`config.mk`:
```
export PLATFORM = sky130hd
export DESIGN_NAME = flag_unit_flat
export DESIGN_NICKNAME = d
export VERILOG_FILES = /design/src/rtl/flag_unit_pkg.sv /design/src/rtl/flag_unit_if.sv /design/src/rtl/cond_eval.sv /design/src/rtl/flag_unit.sv /design/src/flat_wrapper.sv
export SDC_FILE = /design/constraint.sdc
export NUM_CORES = 1
export LEC_CHECK = 0
export CAP_MARGIN = 40
export CORE_AREA = 2 2 39 41
export DETAILED_ROUTE_END_ITERATION = 6
export DIE_AREA = 0 0 41 43
export DONT_BUFFER_PORTS = 1
export PLACE_DENSITY = 0.54
export SETUP_SLACK_MARGIN = 0.4
export SLEW_MARGIN = 5
export SYNTH_ARGS = -nofsm -noshare
export SYNTH_HDL_FRONTEND = slang
export SYNTH_SLANG_ARGS = --single-unit
```
`constraint.sdc`:
```
create_clock -name clk -period 3.7 [get_ports clk]
set_input_delay 1.11 -clock clk [delete_from_list [all_inputs] [get_ports clk]]
set_output_delay 1.11 -clock clk [all_outputs]
set_load 0.005 [all_outputs]
```
`src/rtl/flag_unit_pkg.sv`:
```
// flag_unit_pkg: shared CPU constants for ALU opcodes and branch conditions
package flag_unit_pkg;
  localparam logic [1:0] OP_ADD  = 2'b00;
  localparam logic [1:0] OP_SUB  = 2'b01;
  localparam logic [1:0] OP_NAND = 2'b10;
  localparam logic [1:0] OP_XOR  = 2'b11;
  localparam logic [2:0] C_NEQ    = 3'b000;
  localparam logic [2:0] C_EQ     = 3'b001;
  localparam logic [2:0] C_GT     = 3'b010;
  localparam logic [2:0] C_LT     = 3'b011;
  localparam logic [2:0] C_GTE    = 3'b100;
  localparam logic [2:0] C_LTE    = 3'b101;
  localparam logic [2:0] C_OVFL   = 3'b110;
  localparam logic [2:0] C_UNCOND = 3'b111;
  function automatic logic is_arith(input logic [1:0] op);
    return (op == OP_ADD) || (op == OP_SUB);
  endfunction
endpackage

```
`src/rtl/flag_unit_if.sv`:
```
// flag_unit_if: EX-stage inputs and flag/branch/EX-MEM outputs of the flag unit
interface flag_unit_if;
  logic       valid_in;
  logic       stall;
  logic       flush;
  logic [1:0] Opcode;
  logic       flag_we;
  logic [3:0] ALU_Out;
  logic       Ovfl;
  logic       br_valid;
  logic [2:0] cond;
  logic       Z;
  logic       V;
  logic       N;
  logic       br_taken;
  logic       mem_valid;
  logic [3:0] mem_result;
  modport master (
    output valid_in, stall, flush, Opcode, flag_we, ALU_Out, Ovfl, br_valid, cond,
    input  Z, V, N, br_taken, mem_valid, mem_result
  );
  modport slave (
    input  valid_in, stall, flush, Opcode, flag_we, ALU_Out, Ovfl, br_valid, cond,
    output Z, V, N, br_taken, mem_valid, mem_result
  );
endinterface

```
`src/rtl/cond_eval.sv`:
```
// cond_eval: combinational branch-condition decode from Z/V/N flags
module cond_eval
  import flag_unit_pkg::*;
(
  input  logic [2:0] cond,
  input  logic       Z,
  input  logic       V,
  input  logic       N,
  output logic       taken
);
  // decode the condition code against the supplied flags
  always_comb begin
    taken = cond == C_NEQ  ? ~Z :
            cond == C_EQ   ? Z :
            cond == C_GT   ? ~Z & ~N :
            cond == C_LT   ? N :
            cond == C_GTE  ? Z | (~Z & ~N) :
            cond == C_LTE  ? N | Z :
            cond == C_OVFL ? V :
            cond == C_UNCOND;
  end
endmodule

```
`src/rtl/flag_unit.sv`:
```
// flag_unit: Z/V/N flag register, bypassed branch resolution and EX/MEM register
module flag_unit
  import flag_unit_pkg::*;
(
  input logic         clk,
  input logic         rst,
  flag_unit_if.slave  bus
);
  logic advance, hold, wr_z, wr_vn, z_b, v_b, n_b, taken;
  // arithmetic ops write all flags, logic ops only Z; branch sees the new values
  always_comb begin
    advance = bus.valid_in & ~bus.stall & ~bus.flush;
    hold    = bus.stall & ~bus.flush;
    wr_z    = advance & bus.flag_we;
    wr_vn   = wr_z & is_arith(bus.Opcode);
    z_b     = wr_z ? (bus.ALU_Out == 4'b0000) : bus.Z;
    v_b     = wr_vn ? bus.Ovfl : bus.V;
    n_b     = wr_vn ? bus.ALU_Out[3] : bus.N;
  end
  cond_eval u_cond (
    .cond  (bus.cond),
    .Z     (z_b),
    .V     (v_b),
    .N     (n_b),
    .taken (taken)
  );
  // all architectural and pipeline state; flags only move when the bypass says so
  always_ff @(posedge clk) begin
    if (rst) begin
      bus.Z          <= 1'b0;
      bus.V          <= 1'b0;
      bus.N          <= 1'b0;
      bus.br_taken   <= 1'b0;
      bus.mem_valid  <= 1'b0;
      bus.mem_result <= 4'b0000;
    end else begin
      bus.Z          <= z_b;
      bus.V          <= v_b;
      bus.N          <= n_b;
      bus.br_taken   <= advance & bus.br_valid & taken;
      bus.mem_valid  <= advance | (hold & bus.mem_valid);
      bus.mem_result <= advance ? bus.ALU_Out : bus.mem_result;
    end
  end
endmodule

```
`src/flat_wrapper.sv`:
```
// flat-port wrapper written by rule: the top's interface ports become plain ports
module flag_unit_flat import flag_unit_pkg::*;
  (clk, rst, bus_valid_in, bus_stall, bus_flush, bus_Opcode, bus_flag_we, bus_ALU_Out, bus_Ovfl, bus_br_valid, bus_cond, bus_Z, bus_V, bus_N, bus_br_taken, bus_mem_valid, bus_mem_result);
  flag_unit_if bus_i ();
  input logic clk;
  input logic rst;
  input wire logic [$bits(bus_i.valid_in)-1:0] bus_valid_in;
  input wire logic [$bits(bus_i.stall)-1:0] bus_stall;
  input wire logic [$bits(bus_i.flush)-1:0] bus_flush;
  input wire logic [$bits(bus_i.Opcode)-1:0] bus_Opcode;
  input wire logic [$bits(bus_i.flag_we)-1:0] bus_flag_we;
  input wire logic [$bits(bus_i.ALU_Out)-1:0] bus_ALU_Out;
  input wire logic [$bits(bus_i.Ovfl)-1:0] bus_Ovfl;
  input wire logic [$bits(bus_i.br_valid)-1:0] bus_br_valid;
  input wire logic [$bits(bus_i.cond)-1:0] bus_cond;
  output wire logic [$bits(bus_i.Z)-1:0] bus_Z;
  output wire logic [$bits(bus_i.V)-1:0] bus_V;
  output wire logic [$bits(bus_i.N)-1:0] bus_N;
  output wire logic [$bits(bus_i.br_taken)-1:0] bus_br_taken;
  output wire logic [$bits(bus_i.mem_valid)-1:0] bus_mem_valid;
  output wire logic [$bits(bus_i.mem_result)-1:0] bus_mem_result;
  assign bus_i.valid_in = bus_valid_in;
  assign bus_i.stall = bus_stall;
  assign bus_i.flush = bus_flush;
  assign bus_i.Opcode = bus_Opcode;
  assign bus_i.flag_we = bus_flag_we;
  assign bus_i.ALU_Out = bus_ALU_Out;
  assign bus_i.Ovfl = bus_Ovfl;
  assign bus_i.br_valid = bus_br_valid;
  assign bus_i.cond = bus_cond;
  assign bus_Z = bus_i.Z;
  assign bus_V = bus_i.V;
  assign bus_N = bus_i.N;
  assign bus_br_taken = bus_i.br_taken;
  assign bus_mem_valid = bus_i.mem_valid;
  assign bus_mem_result = bus_i.mem_result;
  flag_unit u_core (.clk(clk), .rst(rst), .bus(bus_i));
endmodule
```
## Yosys cells after proc, flatten, opt, wreduce, memory -nomap -nowiden

Cells that the tools add are included.

| operators by class | value |
|---|---|
| eq/ne operators | 8 |
| mux-type cells | 10 |
| bitwise operators | 16 |
| reductions and logical operators | 4 |

Operators with widths:

| cell | count |
|---|---|
| $eq A3 B3 Y1 const B | 4 |
| $mux W1 | 10 |
| $and A1 B1 Y1 | 9 |
| $eq A3 B2 Y1 const B | 2 |
| $logic_not A4 Y1 | 1 |
| $not A1 Y1 | 4 |
| $eq A3 B1 Y1 const B | 1 |
| $logic_not A3 Y1 | 1 |
| $or A1 B1 Y1 | 3 |
| $eq A2 B1 Y1 const B | 1 |
| $logic_not A2 Y1 | 1 |
| $logic_or A1 B1 Y1 | 1 |

| word-level totals | value |
|---|---|
| bits in registers | 9 |
| input bits | 17 |
| output and inout port bits | 9 |
| word-level logic and storage cells | 44 |

## Depth between registers and ports, before layout

Gate-level depths: netlist (run 1).

| logic depth | value |
|---|---|
| word-level depth | 15 |
| mapped depth | 6 |
| depth with buffers taken out | 5 |

## Hierarchy

A second synthesis (run 1) with hierarchy kept.

| unflattened totals | value |
|---|---|
| cells, all modules | 49 |
| area, all modules | 480.5 um^2 |

By module, submodules not included:

| module | instances | cells an instance | area each (um^2) | seq. area each (um^2) |
|---|---|---|---|---|
| flag_unit | 1 | 37 | 407.9 | 180.2 |
| cond_eval | 1 | 12 | 72.6 | 0.0 |

## Least setup slack after synthesis (run 1)

Ideal clock, no wire load.

| timing | value |
|---|---|
| path type | input to register |
| start point | input port bus_flush |
| end point | register u_core.bus.br_taken |
| setup time | 0.121 ns |
| data arrival time | 2.241 ns |
| data required time | 3.579 ns |
| setup slack | 1.338 ns |
| stages on the path | 6 |
| buffers on the path | 1 |
| cells stage by stage | or3b_1 buf_6 o21ai_0 nand2_1 o221ai_1 a21oi_1 |

| on the way | value |
|---|---|
| longest elaborated chain between the ends | 14 |
| elaborated cells on any way between the ends | 21 |
| classes of those cells | mux: 10; bitwise: 11 |

Ends and longest elaborated chain:

| what | RTL line | source |
|---|---|---|
| from (decl) | flat_wrapper.sv:9 | `input wire logic [$bits(bus_i.flush)-1:0] bus_flush;` |
| $not A1 Y1 (*) | flag_unit.sv:12 | `advance = bus.valid_in & ~bus.stall & ~bus.flush;` |
| $and A1 B1 Y1 (*) | flag_unit.sv:12 |  |
| $and A1 B1 Y1 | flag_unit.sv:14 | `wr_z = advance & bus.flag_we;` |
| $and A1 B1 Y1 | flag_unit.sv:15 | `wr_vn = wr_z & is_arith(bus.Opcode);` |
| $mux W1 | flag_unit.sv:18 | `n_b = wr_vn ? bus.ALU_Out[3] : bus.N;` |
| $not A1 Y1 | cond_eval.sv:15, cond_eval.sv:17 |  |
| $and A1 B1 Y1 | cond_eval.sv:15, cond_eval.sv:17 |  |
| $or A1 B1 Y1 | cond_eval.sv:17 | `cond == C_GTE ? Z \| (~Z & ~N) :` |
| $mux W1 | cond_eval.sv:17 |  |
| $mux W1 | cond_eval.sv:16 | `cond == C_LT ? N :` |
| $mux W1 | cond_eval.sv:15 | `cond == C_GT ? ~Z & ~N :` |
| $mux W1 | cond_eval.sv:14 | `cond == C_EQ ? Z :` |
| $mux W1 | cond_eval.sv:13 | `taken = cond == C_NEQ ? ~Z :` |
| $and A1 B1 Y1 (*) | flag_unit.sv:40 | `bus.br_taken <= advance & bus.br_valid & taken;` |
| to (signal assigned) | flag_unit.sv:40 |  |
| to (decl) | flag_unit_if.sv:24 | `output Z, V, N, br_taken, mem_valid, mem_result` |

Mark *: on every way between the ends. The rest lies on a longest branch, timed or not.
A chain may end at the register's enable or synchronous reset.

## Worst setup path after layout (run 1)

Ends and elaborated chain as after synthesis.

==> flow_summary_export.csv, run 1 <==
group,metric,value,unit
run_status,status,"finished clean",
setup_path,critPathLaunch,"bus_flush",
cts,post_cts_buffers,0,
cts,clk_latency,260,ps
sta,fin_crit_sh,0.620,
sta,finalWorstSetupSlack,1410,ps
sta,setup_violations,0,
logic_synthesis,dominantRegCellSynth,"dfxtp_1",
drt,routed_wl,939,um
global_route,grt_overflow,0,
setup_path,worstSetupStartpointType,"primary input",
sta,maxSlewHeadroom,0.726,
setup_path,rr_endpoint,"u_core.bus.br_taken",
logic_synthesis,synth_cell_types,22,
logic_synthesis,synth_area,459,um2
floorplanning,die_h,43,um
global_route,grt_pass1_vias,367,
placement,gp_congestion,0.707,
finish,syn2layout_area_growth,6.81,%
setup_path,slowest_stage,"or3b_1",
logic_synthesis,seq_area_frac_synth,0.392,
sta,fin_skew,0.193,ps
logic_synthesis,yosys.area.top_type,"dfxtp_1",
setup_path,crit_path_cell_trace,"or3b_1, o21ai_0, nand2_1, o221ai_1, a21oi_1",
setup_path,timing.reg2reg.worst_path_depth,4,
drt,post-route-drc-count,0,
logic_synthesis,synth_top_area_frac,0.392,
cts,cts.hold.buffers_added,0,
floorplanning,initial_utilization,0.332,
logic_synthesis,yosys_warnings,0,
floorplanning,rows,14,
finish,design_area,490,um2
finish,layout.cells.non_filler,67,
finish,nFillCells,157,
setup_path,cp-end-kind,"flip-flop",
cts,postCtsResizedCells,0,
cts,clock_path_buffers,2,
placement,place_area,464,um2
global_route,grt_pass1_wl,1.48,mm
placement,io_buffers,0,
finish,nNetsFinal,69,
drt,routedWlPerCell,14.0,um
floorplanning,core_area,1380,um2
sta,fin_crit,2290,ps
sta,fmax,0.436,GHz
logic_synthesis,synth_async_sr_flop_share,0,
drt,drt_iter0_drc,3,
setup_path,worstSetupPathType,"in2reg",
floorplanning,dieArea,1760,um2
logic_synthesis,yosys_register_bits,9,
setup_path,critPathMaxFanout,7,
setup_path,arrival,2440,ps
placement,dp_hpwl,754,um
finish,most-common-layout-cells,"dfxtp_1 (9), mux2i_1 (7), nor2_1 (7)",
placement,dp.cells,63,
finish,drive_gt1_frac,0.137,
cts,cts-root-buf,"clkbuf_4",
cts,htreeDepth,1,
logic_synthesis,syn_nets,66,
setup_path,critPathRequiredTime,3850,ps
drt,vias_per_cell,5.57,
drt,vias,373,
drt,dr.pass1.iters,3,
cts,cts_buffers,3,
logic_synthesis,netlist_top_cells_area,"dfxtp_1 (39%), mux2i_1 (15%), nor2_1 (5.7%)",
logic_synthesis,synth_edf_count,0,
global_route,antenna_found_initial,0,
cts,clk_pin_slew,70,ps
finish,antenna_cells,0,
setup_path,critPathMaxStageDelay,550,ps
floorplanning,die_width,41,um
sta,slew_violations,0,
setup_path,reg2reg_slack,2470,ps
global_route,track_usage,0.128,
cts,cts_sinks,9,
cts,cts_tree,"done",
flow_run,maxCapViolCount,0,
logic_synthesis,synth_cells,49,
sta,worst_pin_slew,400,ps
setup_path,r2r-start,"u_core.bus.Z",
min_path,hold_path_class,"reg2reg",
drt,antenna_left,0,
finish,final_common_cell,"dfxtp_1",
setup_path,critPathCapture,"u_core.bus.br_taken",
power_and_ir_drop,pwr_density_cell,388,nW/um2
placement,preCtsSetupSlack,1140,ps
sta,setup_tns,0,ps
logic_synthesis,post_synth.cell_area_avg,9.37,um2
floorplanning,io_pins,26,
power_and_ir_drop,p_leak,0.000202,uW
power_and_ir_drop,vdd_ir_drop_max,138,uV
finish,fin_util,0.354,
sta,finalHoldViolCount,0,
sta,grt_setup_unrepaired,"no",
global_route,grt_max_degree,10,
worst min path at each step:
stage / cells past startpoint / to / from / slack (ps)
after CTS: 2 / u_core.bus.mem_result[0] / u_core.bus.mem_result[0] / 530
after floorplan: 2 / u_core.bus.mem_result[0] / u_core.bus.mem_result[0] / 490
final: 2 / u_core.bus.mem_result[0] / u_core.bus.mem_result[0] / 520
after detailed placement: 2 / u_core.bus.mem_result[0] / u_core.bus.mem_result[0] / 520
after global placement: 2 / u_core.bus.mem_result[1] / u_core.bus.mem_result[1] / 510
after global routing: 2 / u_core.bus.mem_result[2] / u_core.bus.mem_result[2] / 560
area by class of cell:
cell class | instances | area (um2) | share of cell area
inverter | 1 | 3.75 | 0.00765
clock buffer | 4 | 26.3 | 0.0536
tap | 16 | 20.0 | 0.0408
sequential | 9 | 180 | 0.367
multi-input combinational | 37 | 260 | 0.531
cell families (layout without fill, tap and decap cells):
| kind of cell | after synthesis | after routing | synth area share |
|---|---|---|---|
| simple gates | 20 | 20 | 0.264 |
| compound gates | 10 | 10 | 0.150 |
| flops | 9 | 9 | 0.392 |
| mux | 7 | 7 | 0.153 |
| buf+inv | 3 | 5 | 0.0409 |
synth_stat cells, types with 3 or more instances:
master / n
dfxtp_1: 9
nor2_1: 7
mux2i_1: 7
nor3b_1: 3
nand2_1: 3
a21oi_1: 4
worst max-delay path, delay by kind of cell:
family             cells  cell delay [ps]
AOI/OAI and AO/OA      3              660
and+or+nand+nor        2              680
report_power, final:
group	internal (uW)	leakage, uW	switching (uW)
logic	7.50	0.000114	6.27
registers	99.2	0.0000729	1.52
clock network	41.5	0.0000150	34.2
total	148	0.000202	42.0
per-stage QoR:
| stage | total power (uW) | hold slack [ps] |
|---|---|---|
| after floorplan | 117 | 488 |
| after detailed placement | 117 | 518 |
| after CTS | 195 | 534 |
| final | 190 | 523 |
| after global placement | 117 | 510 |
| after global routing | 202 | 564 |
state kept, by name, summed over array words and instances, names as in the netlist:
signal,flops
u_core.bus.mem_result,4
u_core.bus.N,1
u_core.bus.V,1
u_core.bus.Z,1
u_core.bus.br_taken,1
u_core.bus.mem_valid,1
metal layers:
metal	global-route usage	vias up	share of wire
li1	-	186	-
met1	0.161	173	0.43
met2	0.169	12	0.47
met3	0.0419	2	0.088
met4	0.100	0	0.011
met5	0	-	0
(Power assumes the default switching activity.)
==> inputs of run 2 (changes only) <==
- PLACE_DENSITY: 0.54 -> 0.56
- clock period: 3.7 -> 2.1 ns (I/O delays scaled with it)
==> run 2 against run 1 <==
  * Routed wire length increased by 3.9%
  * Worst setup slack got worse by 870 ps
  * Via count increased by 1.1%
  * Sequential power increased by 76%
  * Core utilization increased by 1.1 points
  * Final cell count increased by 1.5%
  * Count of clock-buffer cells in the layout unchanged
  * First-iteration DRC count increased to 4.7 times the previous value
  * Combinational power increased by 92%
  * Die area unchanged
  * Worst hold slack got worse by 100 ps
==> flow_summary_export.csv, run 2 (synthesized netlist as in run 1, its figures left out) <==
group,metric,value,unit
flow_run,maxCapViolCount,0,
sta,finalHoldViolCount,0,
floorplanning,die_width,41,um
finish,layout.cells.non_filler,68,
placement,dp.cells,64,
sta,slew_violations,0,
drt,routedWlPerCell,14.4,um
finish,antenna_cells,0,
finish,regMostFlops,"u_core.bus.mem_result",
placement,dp_hpwl,763,um
power_and_ir_drop,pwr_density_cell,681,nW/um2
floorplanning,initial_utilization,0.332,
sta,fmax,0.639,GHz
drt,met1Wirelength,390,um
setup_path,worstSetupStartpointType,"primary input",
cts,cts_sinks,9,
cts,cts_tree,"done",
cts,post_cts_buffers,0,
cts,htreeDepth,1,
finish,syn2layout_area_growth,10.1,%
drt,highest_layer,"met4",
setup_path,cp-end-kind,"flip-flop",
drt,wl_met3,83,um
global_route,grt_max_degree,10,
floorplanning,die_h,43,um
global_route,grt_overflow,0,
drt,vias,377,
setup_path,worstSetupPathType,"in2reg",
drt,vias_per_cell,5.54,
global_route,grt_pass1_vias,362,
sta,grt_setup_unrepaired,"no",
finish,most-common-layout-cells,"dfxtp_1 (9), nor2_1 (7), mux2i_1 (6)",
drt,post-route-drc-count,0,
power_and_ir_drop,vdd_ir_drop_max,318,uV
finish,nNetsFinal,70,
drt,dr.pass1.iters,4,
run_status,status,"finished clean",
cts,clk_pin_slew,70,ps
sta,worst_pin_slew,363,ps
global_route,grt_pass1_wl,1.50,mm
sta,setup_violations,0,
finish,largest_reg_flops,4,
placement,gp_congestion,0.701,
min_path,hold_path_class,"in2reg",
floorplanning,core_area,1380,um2
sta,holdWs,418,ps
cts,clk_latency,270,ps
power_and_ir_drop,p_leak,0.000207,uW
finish,fin_util,0.365,
floorplanning,io_pins,26,
floorplanning,dieArea,1760,um2
finish,nFillCells,153,
setup_path,critPathMaxFanout,5,
setup_path,critPathRequiredTime,2310,ps
sta,fin_crit_sh,0.746,
sta,fin_skew,8.56,ps
drt,antenna_left,0,
power_and_ir_drop,power,344,uW
setup_path,arrival,1770,ps
global_route,track_usage,0.130,
cts,cts.hold.buffers_added,0,
finish,multi_input_area,268,um2
drt,wl_met2,472,um
drt,drt_iter0_drc,14,
finish,drive_gt1_frac,0.192,
sta,setup_tns,0,ps
finish,final-seq-area,180,um2
floorplanning,rows,14,
sta,fin_crit,1570,ps
cts,clock_path_buffers,2,
drt,routed_wl,976,um
cts,cts_buffers,3,
global_route,antenna_found_initial,0,
finish,final_common_cell,"dfxtp_1",
cts,postCtsResizedCells,0,
cts,cts-root-buf,"clkbuf_4",
sta,maxSlewHeadroom,0.756,
placement,io_buffers,0,
[run 2: changes by cell type in the layout (fill, tap and decap cells not counted), sizes merged]
| cell | delta |
|---|---|
| buf | +1 |
[run 2: metal layers]
| layer | global-route usage | up-vias |
|---|---|---|
| met5 | 0 | - |
| met1 | 0.159 | 172 |
| li1 | - | 187 |
| met3 | 0.0419 | 3 |
| met2 | 0.178 | 15 |
| met4 | 0.100 | 0 |
[run 2: critical path, cell delays in order]
cell	delay, ps
and4bb_2	300
mux2i_2	340
nor2_1	70
a311o_1	320
a21oi_1	120
[run 2: cell type report]
type                    count  share of cell area
well taps                  16              0.0396
clock buffers               4              0.0520
repair buffers              1              0.0149
flip-flops and latches      9               0.356
inverters                   1             0.00743
multi-input cells          37               0.530
[run 2: worst paths after layout]
check / startpoint / cells past startpoint / endpoint / slack [ps]
max: bus_stall / 5 / u_core.bus.br_taken / 530
min: rst / 1 / u_core.bus.N / 420
max reg2reg: u_core.bus.Z / 4 / u_core.bus.br_taken / 920
min reg2reg: u_core.bus.mem_result[3] / 2 / u_core.bus.mem_result[3] / 530
[run 2: per-stage QoR]
step,instance area [um2],setup WS (ps)
floorplan,463,329
global placement,475,208
detailed placement,475,198
CTS,502,472
global route,505,408
finish,505,534
[run 2: power by group]
part	total, uW	internal [uW]	switching, uW
Combinational	26.5	14.3	12.2
Clock	140	73.5	66.7
Sequential	178	175	2.82
Total	344	263	81.7
==> inputs of run 3 (changes only) <==
- clock period: 2.1 -> 1.43 ns (I/O delays scaled with it)
==> run 3 against run 2 <==
  * Via count up 5.0%
  * Final cell count up 4.4%
  * First-iteration DRC count down 71%
  * Sequential share of layout area down 2.7 points
  * Cell area up 14%
  * Sequential cell count unchanged
  * Routed wire length up 11%
  * Total power up 50%
  * Worst hold slack worse by 210 ps
  * Clock skew down 8.5 ps
  * Worst setup slack worse by 380 ps
==> flow_summary_export.csv, run 3 (synthesized netlist as in run 1, its figures left out) <==
group,metric,value,unit
run_status,status,"finished clean",
cts,cts_buffers,3,
setup_path,critPathMaxStageDelay,430,ps
finish,largest_reg_flops,4,
sta,finalHoldViolCount,0,
sta,slew_violations,0,
cts,cts-root-buf,"clkbuf_4",
floorplanning,core_area,1380,um2
finish,multi_input_area,303,um2
cts,post_cts_buffers,0,
finish,design_area,577,um2
cts,cts_tree,"done",
drt,post-route-drc-count,0,
finish,layout.cells.non_filler,71,
min_path,hold_end,"u_core.bus.N",
min_path,holdPathStages,1,
drt,dr.pass1.iters,4,
global_route,grt_max_degree,10,
setup_path,crit_path_cell_trace,"or3b_4, nor2_4, mux2i_2, a311o_1, a21oi_1",
drt,drt_iter0_drc,4,
min_path,hold_path_class,"in2reg",
sta,fmax,0.782,GHz
sta,holdWs,209,ps
power_and_ir_drop,pwr_density_cell,895,nW/um2
finish,syn2layout_area_growth,25.6,%
placement,gp_congestion,0.726,
placement,dp_hpwl,800,um
cts,clock_path_buffers,2,
finish,nFillCells,145,
floorplanning,initial_utilization,0.332,
placement,preCtsSetupSlack,-205,ps
sta,fin_crit,1280,ps
global_route,grt_pass1_wl,1.64,mm
drt,vias,396,
setup_path,crit_family,"simple AND/OR/NAND/NOR gates",
setup_path,reg2reg_slack,380,ps
setup_path,critPathBufInv,0,
placement,place_area,502,um2
finish,final_common_cell,"dfxtp_2",
setup_path,slowest_stage,"or3b_4",
drt,routed_wl,1.09,mm
finish,final-seq-area,190,um2
setup_path,worstSetupPathType,"in2reg",
sta,fin_skew,0.0646,ps
finish,most-common-layout-cells,"dfxtp_2 (8), nor2_1 (7), mux2i_1 (5)",
global_route,track_usage,0.144,
sta,fin_crit_sh,0.894,
setup_path,timing.reg2reg.worst_path_depth,4,
placement,io_buffers,0,
floorplanning,dieArea,1760,um2
setup_path,worstSetupStartpointType,"primary input",
flow_run,maxCapViolCount,0,
finish,nNetsFinal,73,
drt,routedWlPerCell,15.3,um
setup_path,arrival,1440,ps
cts,cts.hold.buffers_added,0,
setup_path,rr_endpoint,"u_core.bus.br_taken",
drt,vias_per_cell,5.58,
power_and_ir_drop,power,516,uW
global_route,grt_pass1_vias,398,
power_and_ir_drop,p_leak,0.000232,uW
sta,worst_pin_slew,310,ps
sta,finalWorstSetupSlack,151,ps
cts,htreeDepth,1,
power_and_ir_drop,vdd_ir_drop_max,361,uV
floorplanning,die_h,43,um
floorplanning,rows,14,
setup_path,cp-end-kind,"flip-flop",
sta,grt_setup_unrepaired,"yes",
finish,regMostFlops,"u_core.bus.mem_result",
sta,maxSlewHeadroom,0.791,
setup_path,r2r-start,"u_core.bus.Z",
floorplanning,die_width,41,um
floorplanning,io_pins,26,
global_route,grt_overflow,0,
sta,setup_violations,0,
cts,cts_sinks,9,
drt,antenna_left,0,
setup_path,critPathRequiredTime,1590,ps
cts,clk_latency,270,ps
placement,dp.cells,67,
min_path,min_from,"rst",
finish,antenna_cells,0,
global_route,antenna_found_initial,0,
setup_path,critPathMaxFanout,4,
cts,clk_pin_slew,70,ps
finish,drive_gt1_frac,0.455,
run 3: final cells by class:
cell class / count / share of cell area
Clock buffer: 4 / 0.0456
Multi-Input combinational cell: 37 / 0.525
Timing Repair Buffer: 4 / 0.0586
Sequential cell: 9 / 0.330
Tap cell: 16 / 0.0347
Inverter: 1 / 0.00651
run 3: stage by stage:
step	util	TNS [ps]
3_3_place_gp	0.363	-343
4_1_cts	0.400	0
6_report	0.417	0
2_1_floorplan	-	-140
5_1_grt	0.417	0
3_5_place_dp	0.363	-315
run 3: layer usage:
metal / vias to the layer above / global-route usage / routed length [um]
met5: - / 0 / 0
met4: 0 / 0.140 / 42
met1: 185 / 0.174 / 453
met2: 13 / 0.188 / 505
met3: 5 / 0.0471 / 83
li1: 193 / - / -
run 3: where the power goes:
| group | switching [uW] | leakage, uW | internal [uW] |
|---|---|---|---|
| clock | 100 | 0.0000150 | 108 |
| combinational | 19.2 | 0.000140 | 26.8 |
| sequential | 4.47 | 0.0000767 | 258 |
run 3: worst max path at each step:
stage,start,endpoint,slack (ps),cells after the start
global route,bus_stall,u_core.bus.br_taken,90,5
CTS,bus_flush,u_core.bus.br_taken,120,5
finish,bus_flush,u_core.bus.br_taken,150,5
global placement,bus_stall,u_core.bus.br_taken,-220,5
detailed placement,bus_stall,u_core.bus.br_taken,-200,5
floorplan,bus_stall,u_core.bus.br_taken,-140,6
run 3: timing repair:
action / in CTS / in global routing
pin swaps: 5 / 3
gates resized for setup: 11 / 4
endpoints found under the setup margin: 16 / 16
